<file path="config.mk">
export PLATFORM = sky130hd
export DESIGN_NAME = sr_cmd_gen
export DESIGN_NICKNAME = d
export VERILOG_FILES = /design/src/rtl/sr_cmd_gen_pkg.sv /design/src/rtl/sr_cmd_gen_debounce.sv /design/src/rtl/sr_cmd_gen.sv
export SDC_FILE = /design/constraint.sdc
export NUM_CORES = 1
export LEC_CHECK = 0
export BUFFER_PORTS_ARGS = -buffer_cell sky130_fd_sc_hd__buf_4
export CAP_MARGIN = 20
export CORE_MARGIN = 3
export CORE_UTILIZATION = 30
export CTS_CLUSTER_DIAMETER = 30
export DETAILED_ROUTE_END_ITERATION = 7
export PLACE_DENSITY_LB_ADDON = 0.05
export SYNTH_ARGS = -nofsm -noshare
export SYNTH_HDL_FRONTEND = slang
export SYNTH_HIERARCHICAL = 1
export SYNTH_SLANG_ARGS = --single-unit
export TNS_END_PERCENT = 10
</file>
<file path="constraint.sdc">
create_clock -name clock -period 2.4 [get_ports clock]
set_input_delay 0.36 -clock clock [delete_from_list [all_inputs] [get_ports clock]]
set_output_delay 0.36 -clock clock [all_outputs]
set_load 0.01 [all_outputs]
</file>
<file path="src/rtl/sr_cmd_gen_pkg.sv">
// -----------------------------------------------------------------------------
// sr_cmd_pkg
// Shared definitions for the SR command generator:
//   - FSM state encoding
//   - counter widths and counter types
//   - default parameter values
// Optional feature macro used by the design: SR_CMD_GEN_DEBOUNCE_EN.
// -----------------------------------------------------------------------------
package sr_cmd_pkg;

    typedef enum logic [1:0] {
        ST_IDLE      = 2'd0,
        ST_SET_PULSE = 2'd1,
        ST_CLR_PULSE = 2'd2,
        ST_HOLDOFF   = 2'd3
    } state_e;

    localparam int DEB_CNT_W = 8;
    localparam int PH_CNT_W  = 4;

    typedef logic [DEB_CNT_W-1:0] deb_cnt_t;
    typedef logic [PH_CNT_W-1:0]  ph_cnt_t;

    localparam int DEB_CYCLES_DEF   = 4;
    localparam int PULSE_LEN_DEF    = 1;
    localparam int HOLDOFF_DEF      = 2;
    localparam int SET_PRIORITY_DEF = 1;

endpackage

</file>
<file path="src/rtl/sr_cmd_gen_debounce.sv">
// -----------------------------------------------------------------------------
// sr_debounce
// Conditions one raw request line: 2-flop synchronizer, debouncer, and a
// rising-edge detector on the stable level.
// Macro SR_CMD_GEN_DEBOUNCE_EN: defined -> debouncer present and DEB_CYCLES
// honoured; undefined -> stable level is the synchronizer output directly.
// Ports:
//   clk_i   in  rising-edge clock
//   rst_ni  in  asynchronous active-low reset
//   req_i   in  raw request, asynchronous to clk_i
//   ev_o    out one-cycle event on each 0->1 change of the stable level
// -----------------------------------------------------------------------------
module sr_debounce
    import sr_cmd_pkg::*;
`ifdef SR_CMD_GEN_DEBOUNCE_EN
#(
    parameter int DEB_CYCLES = DEB_CYCLES_DEF
)
`endif
(
    input  logic clk_i,
    input  logic rst_ni,
    input  logic req_i,
    output logic ev_o
);

    logic [1:0] sync_q;
    logic       stable_s;
    logic       prev_q;

    // Two-flop synchronizer for the asynchronous request
    always_ff @(posedge clk_i or negedge rst_ni) begin
        if (!rst_ni) begin
            sync_q <= 2'b00;
        end else begin
            sync_q <= {sync_q[0], req_i};
        end
    end

`ifdef SR_CMD_GEN_DEBOUNCE_EN
    // Stable level flips on the DEB_CYCLES-th consecutive differing sample
    localparam deb_cnt_t DEB_LAST = deb_cnt_t'(DEB_CYCLES - 1);

    logic     stable_q;
    logic     stable_d;
    deb_cnt_t cnt_q;
    deb_cnt_t cnt_d;

    // Debounce next-state: count samples differing from the stable level
    always_comb begin
        stable_d = stable_q;
        cnt_d    = '0;
        if (sync_q[1] != stable_q) begin
            if (cnt_q == DEB_LAST) begin
                stable_d = sync_q[1];
                cnt_d    = '0;
            end else begin
                cnt_d = cnt_q + deb_cnt_t'(1'b1);
            end
        end else begin
            // any sample matching the stable level restarts the count
            cnt_d = '0;
        end
    end

    // Debounce state registers
    always_ff @(posedge clk_i or negedge rst_ni) begin
        if (!rst_ni) begin
            stable_q <= 1'b0;
            cnt_q    <= '0;
        end else begin
            stable_q <= stable_d;
            cnt_q    <= cnt_d;
        end
    end

    assign stable_s = stable_q;
`else
    assign stable_s = sync_q[1];
`endif

    // Previous stable level for rising-edge detection
    always_ff @(posedge clk_i or negedge rst_ni) begin
        if (!rst_ni) begin
            prev_q <= 1'b0;
        end else begin
            prev_q <= stable_s;
        end
    end

    assign ev_o = stable_s & ~prev_q;

endmodule

</file>
<file path="src/rtl/sr_cmd_gen.sv">
// -----------------------------------------------------------------------------
// sr_cmd_gen
// Turns debounced set/clear requests into clean, mutually exclusive,
// fixed-width s/r pulses for a downstream SR flop, with a hold-off window
// after each pulse and suppression of commands that match the flop state.
// Macro SR_CMD_GEN_DEBOUNCE_EN selects the input debouncer (see sr_debounce).
// Ports:
//   clock         in  rising-edge clock
//   reset         in  asynchronous active-low reset
//   set_req       in  raw set request (asynchronous)
//   clr_req       in  raw clear request (asynchronous)
//   y_fb          in  current SR flop output
//   s             out set pulse (registered)
//   r             out reset pulse (registered)
//   busy          out high whenever the FSM is not idle (registered)
//   err_conflict  out one-cycle pulse on coincident set/clear events
// -----------------------------------------------------------------------------
module sr_cmd_gen
    import sr_cmd_pkg::*;
#(
    parameter int DEB_CYCLES   = DEB_CYCLES_DEF,
    parameter int PULSE_LEN    = PULSE_LEN_DEF,
    parameter int HOLDOFF      = HOLDOFF_DEF,
    parameter int SET_PRIORITY = SET_PRIORITY_DEF
) (
    input  logic clock,
    input  logic reset,
    input  logic set_req,
    input  logic clr_req,
    input  logic y_fb,
    output logic s,
    output logic r,
    output logic busy,
    output logic err_conflict
);

    localparam ph_cnt_t PULSE_LAST = ph_cnt_t'(PULSE_LEN - 1);
    // Only meaningful when HOLDOFF > 0; the state is never entered otherwise
    localparam ph_cnt_t HOLD_LAST  = ph_cnt_t'(HOLDOFF - 1);

    logic    set_ev_s;
    logic    clr_ev_s;
    logic    conflict_s;
    logic    set_want_s;
    logic    clr_want_s;
    state_e  state_q;
    state_e  state_d;
    ph_cnt_t ph_cnt_q;
    ph_cnt_t ph_cnt_d;
    logic    set_pend_q;
    logic    set_pend_d;
    logic    clr_pend_q;
    logic    clr_pend_d;
    logic    s_q;
    logic    r_q;
    logic    busy_q;
    logic    err_q;

`ifdef SR_CMD_GEN_DEBOUNCE_EN
    sr_debounce #(.DEB_CYCLES(DEB_CYCLES)) u_set_deb (
        .clk_i (clock), .rst_ni(reset), .req_i(set_req), .ev_o(set_ev_s)
    );
    sr_debounce #(.DEB_CYCLES(DEB_CYCLES)) u_clr_deb (
        .clk_i (clock), .rst_ni(reset), .req_i(clr_req), .ev_o(clr_ev_s)
    );
`else
    sr_debounce u_set_deb (
        .clk_i (clock), .rst_ni(reset), .req_i(set_req), .ev_o(set_ev_s)
    );
    sr_debounce u_clr_deb (
        .clk_i (clock), .rst_ni(reset), .req_i(clr_req), .ev_o(clr_ev_s)
    );
`endif

    // Conflict resolution, pending-flag bookkeeping and FSM next-state
    always_comb begin
        conflict_s = set_ev_s & clr_ev_s;
        set_want_s = set_pend_q | set_ev_s;
        clr_want_s = clr_pend_q | clr_ev_s;
        if (conflict_s) begin
            // the losing type is discarded, including any older pending flag
            if (SET_PRIORITY != 0) begin
                clr_want_s = 1'b0;
            end else begin
                set_want_s = 1'b0;
            end
        end else begin
            set_want_s = set_pend_q | set_ev_s;
        end

        state_d    = state_q;
        ph_cnt_d   = ph_cnt_q;
        set_pend_d = set_want_s;
        clr_pend_d = clr_want_s;

        case (state_q)
            ST_IDLE: begin
                ph_cnt_d = '0;
                // y_fb makes at most one request eligible; the other is redundant
                if (!y_fb && set_want_s) begin
                    state_d = ST_SET_PULSE;
                end else if (y_fb && clr_want_s) begin
                    state_d = ST_CLR_PULSE;
                end else begin
                    state_d = ST_IDLE;
                end
                set_pend_d = 1'b0;
                clr_pend_d = 1'b0;
            end
            ST_SET_PULSE, ST_CLR_PULSE: begin
                if (ph_cnt_q == PULSE_LAST) begin
                    ph_cnt_d = '0;
                    if (HOLDOFF != 0) begin
                        state_d = ST_HOLDOFF;
                    end else begin
                        state_d = ST_IDLE;
                    end
                end else begin
                    ph_cnt_d = ph_cnt_q + ph_cnt_t'(1'b1);
                end
            end
            ST_HOLDOFF: begin
                if (ph_cnt_q == HOLD_LAST) begin
                    ph_cnt_d = '0;
                    state_d  = ST_IDLE;
                end else begin
                    ph_cnt_d = ph_cnt_q + ph_cnt_t'(1'b1);
                end
            end
            default: begin
                state_d  = ST_IDLE;
                ph_cnt_d = '0;
            end
        endcase
    end

    // FSM state, phase counter and pending flags
    always_ff @(posedge clock or negedge reset) begin
        if (!reset) begin
            state_q    <= ST_IDLE;
            ph_cnt_q   <= '0;
            set_pend_q <= 1'b0;
            clr_pend_q <= 1'b0;
        end else begin
            state_q    <= state_d;
            ph_cnt_q   <= ph_cnt_d;
            set_pend_q <= set_pend_d;
            clr_pend_q <= clr_pend_d;
        end
    end

    // Output registers decoded from next state so they align with the state
    always_ff @(posedge clock or negedge reset) begin
        if (!reset) begin
            s_q    <= 1'b0;
            r_q    <= 1'b0;
            busy_q <= 1'b0;
            err_q  <= 1'b0;
        end else begin
            s_q    <= (state_d == ST_SET_PULSE);
            r_q    <= (state_d == ST_CLR_PULSE);
            busy_q <= (state_d != ST_IDLE);
            err_q  <= conflict_s;
        end
    end

    assign s            = s_q;
    assign r            = r_q;
    assign busy         = busy_q;
    assign err_conflict = err_q;

endmodule

</file>
==> flow_metrics.py <==
metrics = {
    "floorplanning": {
        "row_count": 18,
        "coreArea_um2": 2522,
        "initial_core_util_pct": 31.85,
        "die-area_um2": 3334,
        "chipHeight_um": 57.75,
        "die_w_um": 57.75,
        "ioPinCount": 9,
    },
    "sta": {
        "post-route-min-period_ns": 1.985,
        "grt_setup_unrepaired": "no",
        "maxSlewHeadroom_pct": 82.67,
        "drv_slew": 0,
        "fmax_mhz": 503.7,
        "finalSetupViolations": 0,
        "tightestPinTransition_ns": 0.2583,
        "fin_tns_setup_ns": 0,
        "finalCritPeriodShare_pct": 82.72,
        "final.setup_skew_ns": 0.002968,
        "hold_ws_ns": 0.1701,
        "finalHoldViolCount": 0,
    },
    "cts": {
        "cts_buffers": 3,
        "clk_path_buf_depth": 2,
        "path_clk_slew_ns": 0.10,
        "cts_root_buf": "clkbuf_4",
        "ctsResizeCount": 0,
        "holdBufCountCts": 1,
        "clk_latency_ns": 0.29,
        "cts_tree": "built",
        "post_cts_buffers": 0,
        "htreeDepth": 1,
        "cts_sinks": 18,
    },
    "cells_and_area": {
        "drive_above_1_share_pct": 31.17,
        "areaGrowthSynthToFinish_pct": 17.91,
        "antenna_cells": 0,
        "fin_nets": 88,
        "finish.utilization_pct": 37.55,
    },
    "worst_setup_path": {
        "critPathCaptureType": "flip-flop",
        "cpMaxStageDelayCell": "or4b_4",
        "ff2ff_setup_slack_ns": 0.41,
        "crit_fanout": 5,
        "critical_path.startpoint_type": "flip-flop",
        "crit_family": "simple AND/OR/NAND/NOR gates",
        "crit_chain": "inv_1, ha_1, or4b_4, and2_4, a222oi_1",
        "r2r-start": "state_q[0]",
        "crit_start": "state_q[0]",
        "r2r_end": "r",
        "cpPeakStageDelay_ns": 0.57,
        "critical_path_buf_inv_count": 1,
        "cp.arrival_ns": 2.17,
        "worstPathRequired_ns": 2.59,
        "setup.worst_path.class": "flip-flop to flip-flop",
        "rr_worst_depth": 5,
    },
    "routing": {
        "num_vias": 501,
        "first_pass_iters": 4,
        "routed_wl_um": 1358,
        "avgViaCountPerCell": 4.682,
        "drt_iter0_drc": 9,
        "wl_per_cell_um": 12.69,
        "antenna_left": 0,
        "drc": 0,
    },
    "min_path": {
        "min-delay-start": "clr_req",
        "min_to": "u_clr_deb/sync_q[0]",
        "hp-class": "primary input to flip-flop",
        "hold_depth": 1,
    },
    "placed_design": {
        "place_hpwl_um": 1002,
        "gp_congestion": 0.7421,
        "place.port_buffers": 8,
    },
    "grt": {
        "antenna_found_initial": 0,
        "grt_pass1_vias": 510,
        "grt_usage_pct": 9.641,
        "grt_overflow": 0,
        "grt.busiest_layer": "met2",
        "grt.met3_usage_pct": 4.232,
        "use_met2_pct": 14.03,
        "grt_max_degree": 19,
        "grt_pass1_wl_um": 2415,
        "use_met1_pct": 12.90,
    },
    "yosys": {
        "syn-num-nets": 74,
        "syn_avg_cell_area_um2": 12.55,
        "ys_seq_elements": 18,
        "postSynthCellCount": 64,
        "synth_edf_count": 0,
        "ys_warn_count": 6,
        "synth_area_um2": 803.3,
        "async_reset_ff_share_pct": 100.0,
        "yosysSeqAreaShare_pct": 56.07,
        "synth.distinct_cells": 30,
        "synth_top_flop_cell": "dfrtp_1",
    },
    "pwr": {
        "p_per_area_nw_per_um2": 640.7,
        "p_leak_nw": 0.4342,
        "vdd_drop_max_v": 0.0004214,
        "finalPower_mw": 0.6069,
    },
    "job": {
        "cap_violations": 0,
    },
    "run_status": {
        "run_status": "finished, final reports clean",
    },
}
## worst max-delay path by stage
stage | end | depth (start not counted)
after CTS | r | 5
after floorplan | r | 5
final | r | 5
after global routing | r | 5
after detailed placement | r | 5
after global placement | r | 5
## logic make-up after synthesis
logic type,Yosys count,share of synthesized area (%)
simple gates,23,19.78
flops,18,56.07
compound gates,12,12.31
fa+ha+maj,5,7.788
buf+inv,4,1.869
xor+xnor,2,2.181
## flip-flops by register name (all words and copies together) (netlist names)
name / cells
s: 1
u_set_deb/prev_q: 1
state_q: 2
ph_cnt_q: 4
u_clr_deb/prev_q: 1
u_set_deb/sync_q: 2
clr_pend_q: 1
set_pend_q: 1
u_clr_deb/sync_q: 2
r: 1
busy: 1
err_conflict: 1
## cells in the final DEF (no fill, tap or decap), types with 2 or more instances in the layout
cell       n
dfrtp_1   18
buf_4      8
ha_1       5
inv_1      4
nand2_1    3
nand3_1    3
nor3_1     3
clkbuf_4   3
a31o_2     2
or2b_2     2
a21oi_1    2
nor2b_4    2
## cells in the mapped netlist, types with 2 or more instances
master / instances / area, um2
a21oi_1: 2 / 10.01
a31o_2: 2 / 17.52
dfrtp_1: 18 / 450.4
ha_1: 5 / 62.56
inv_1: 4 / 15.01
nand2_1: 3 / 11.26
nand3_1: 3 / 15.01
nor2b_4: 2 / 27.53
nor3_1: 3 / 15.01
or2b_2: 2 / 17.52
## area by class of cell
type	instances	area [um2]
clock buffers	4	36.28
well taps	30	37.54
repair buffers	9	70.07
multi-input cells	42	337.8
fillers	252	1575
flip-flops and latches	18	450.4
inverters	4	15.01
## where the power goes
part | total [mW] | internal, mW | switching, mW
Combinational | 0.0948 | 0.0475 | 0.0474
Sequential | 0.329 | 0.320 | 0.00931
Clock | 0.183 | 0.0924 | 0.0907
## stage by stage
| step | setup slack [ns] | instances | instance area [um2] |
|---|---|---|---|
| global placement | 0.4534 | 102 | 900.9 |
| CTS | 0.4114 | 107 | 947.2 |
| finish | 0.4147 | 107 | 947.2 |
| detailed placement | 0.4574 | 102 | 900.9 |
| global route | 0.3237 | 107 | 947.2 |
| floorplan | 0.5393 | 64 | 803.3 |
## routing by layer
metal	vias to the layer above	wire, um
met5	-	0
met4	0	13
met3	2	83
met2	10	630
met1	235	629
li1	254	-
Power figures use the tool's default switching activity.
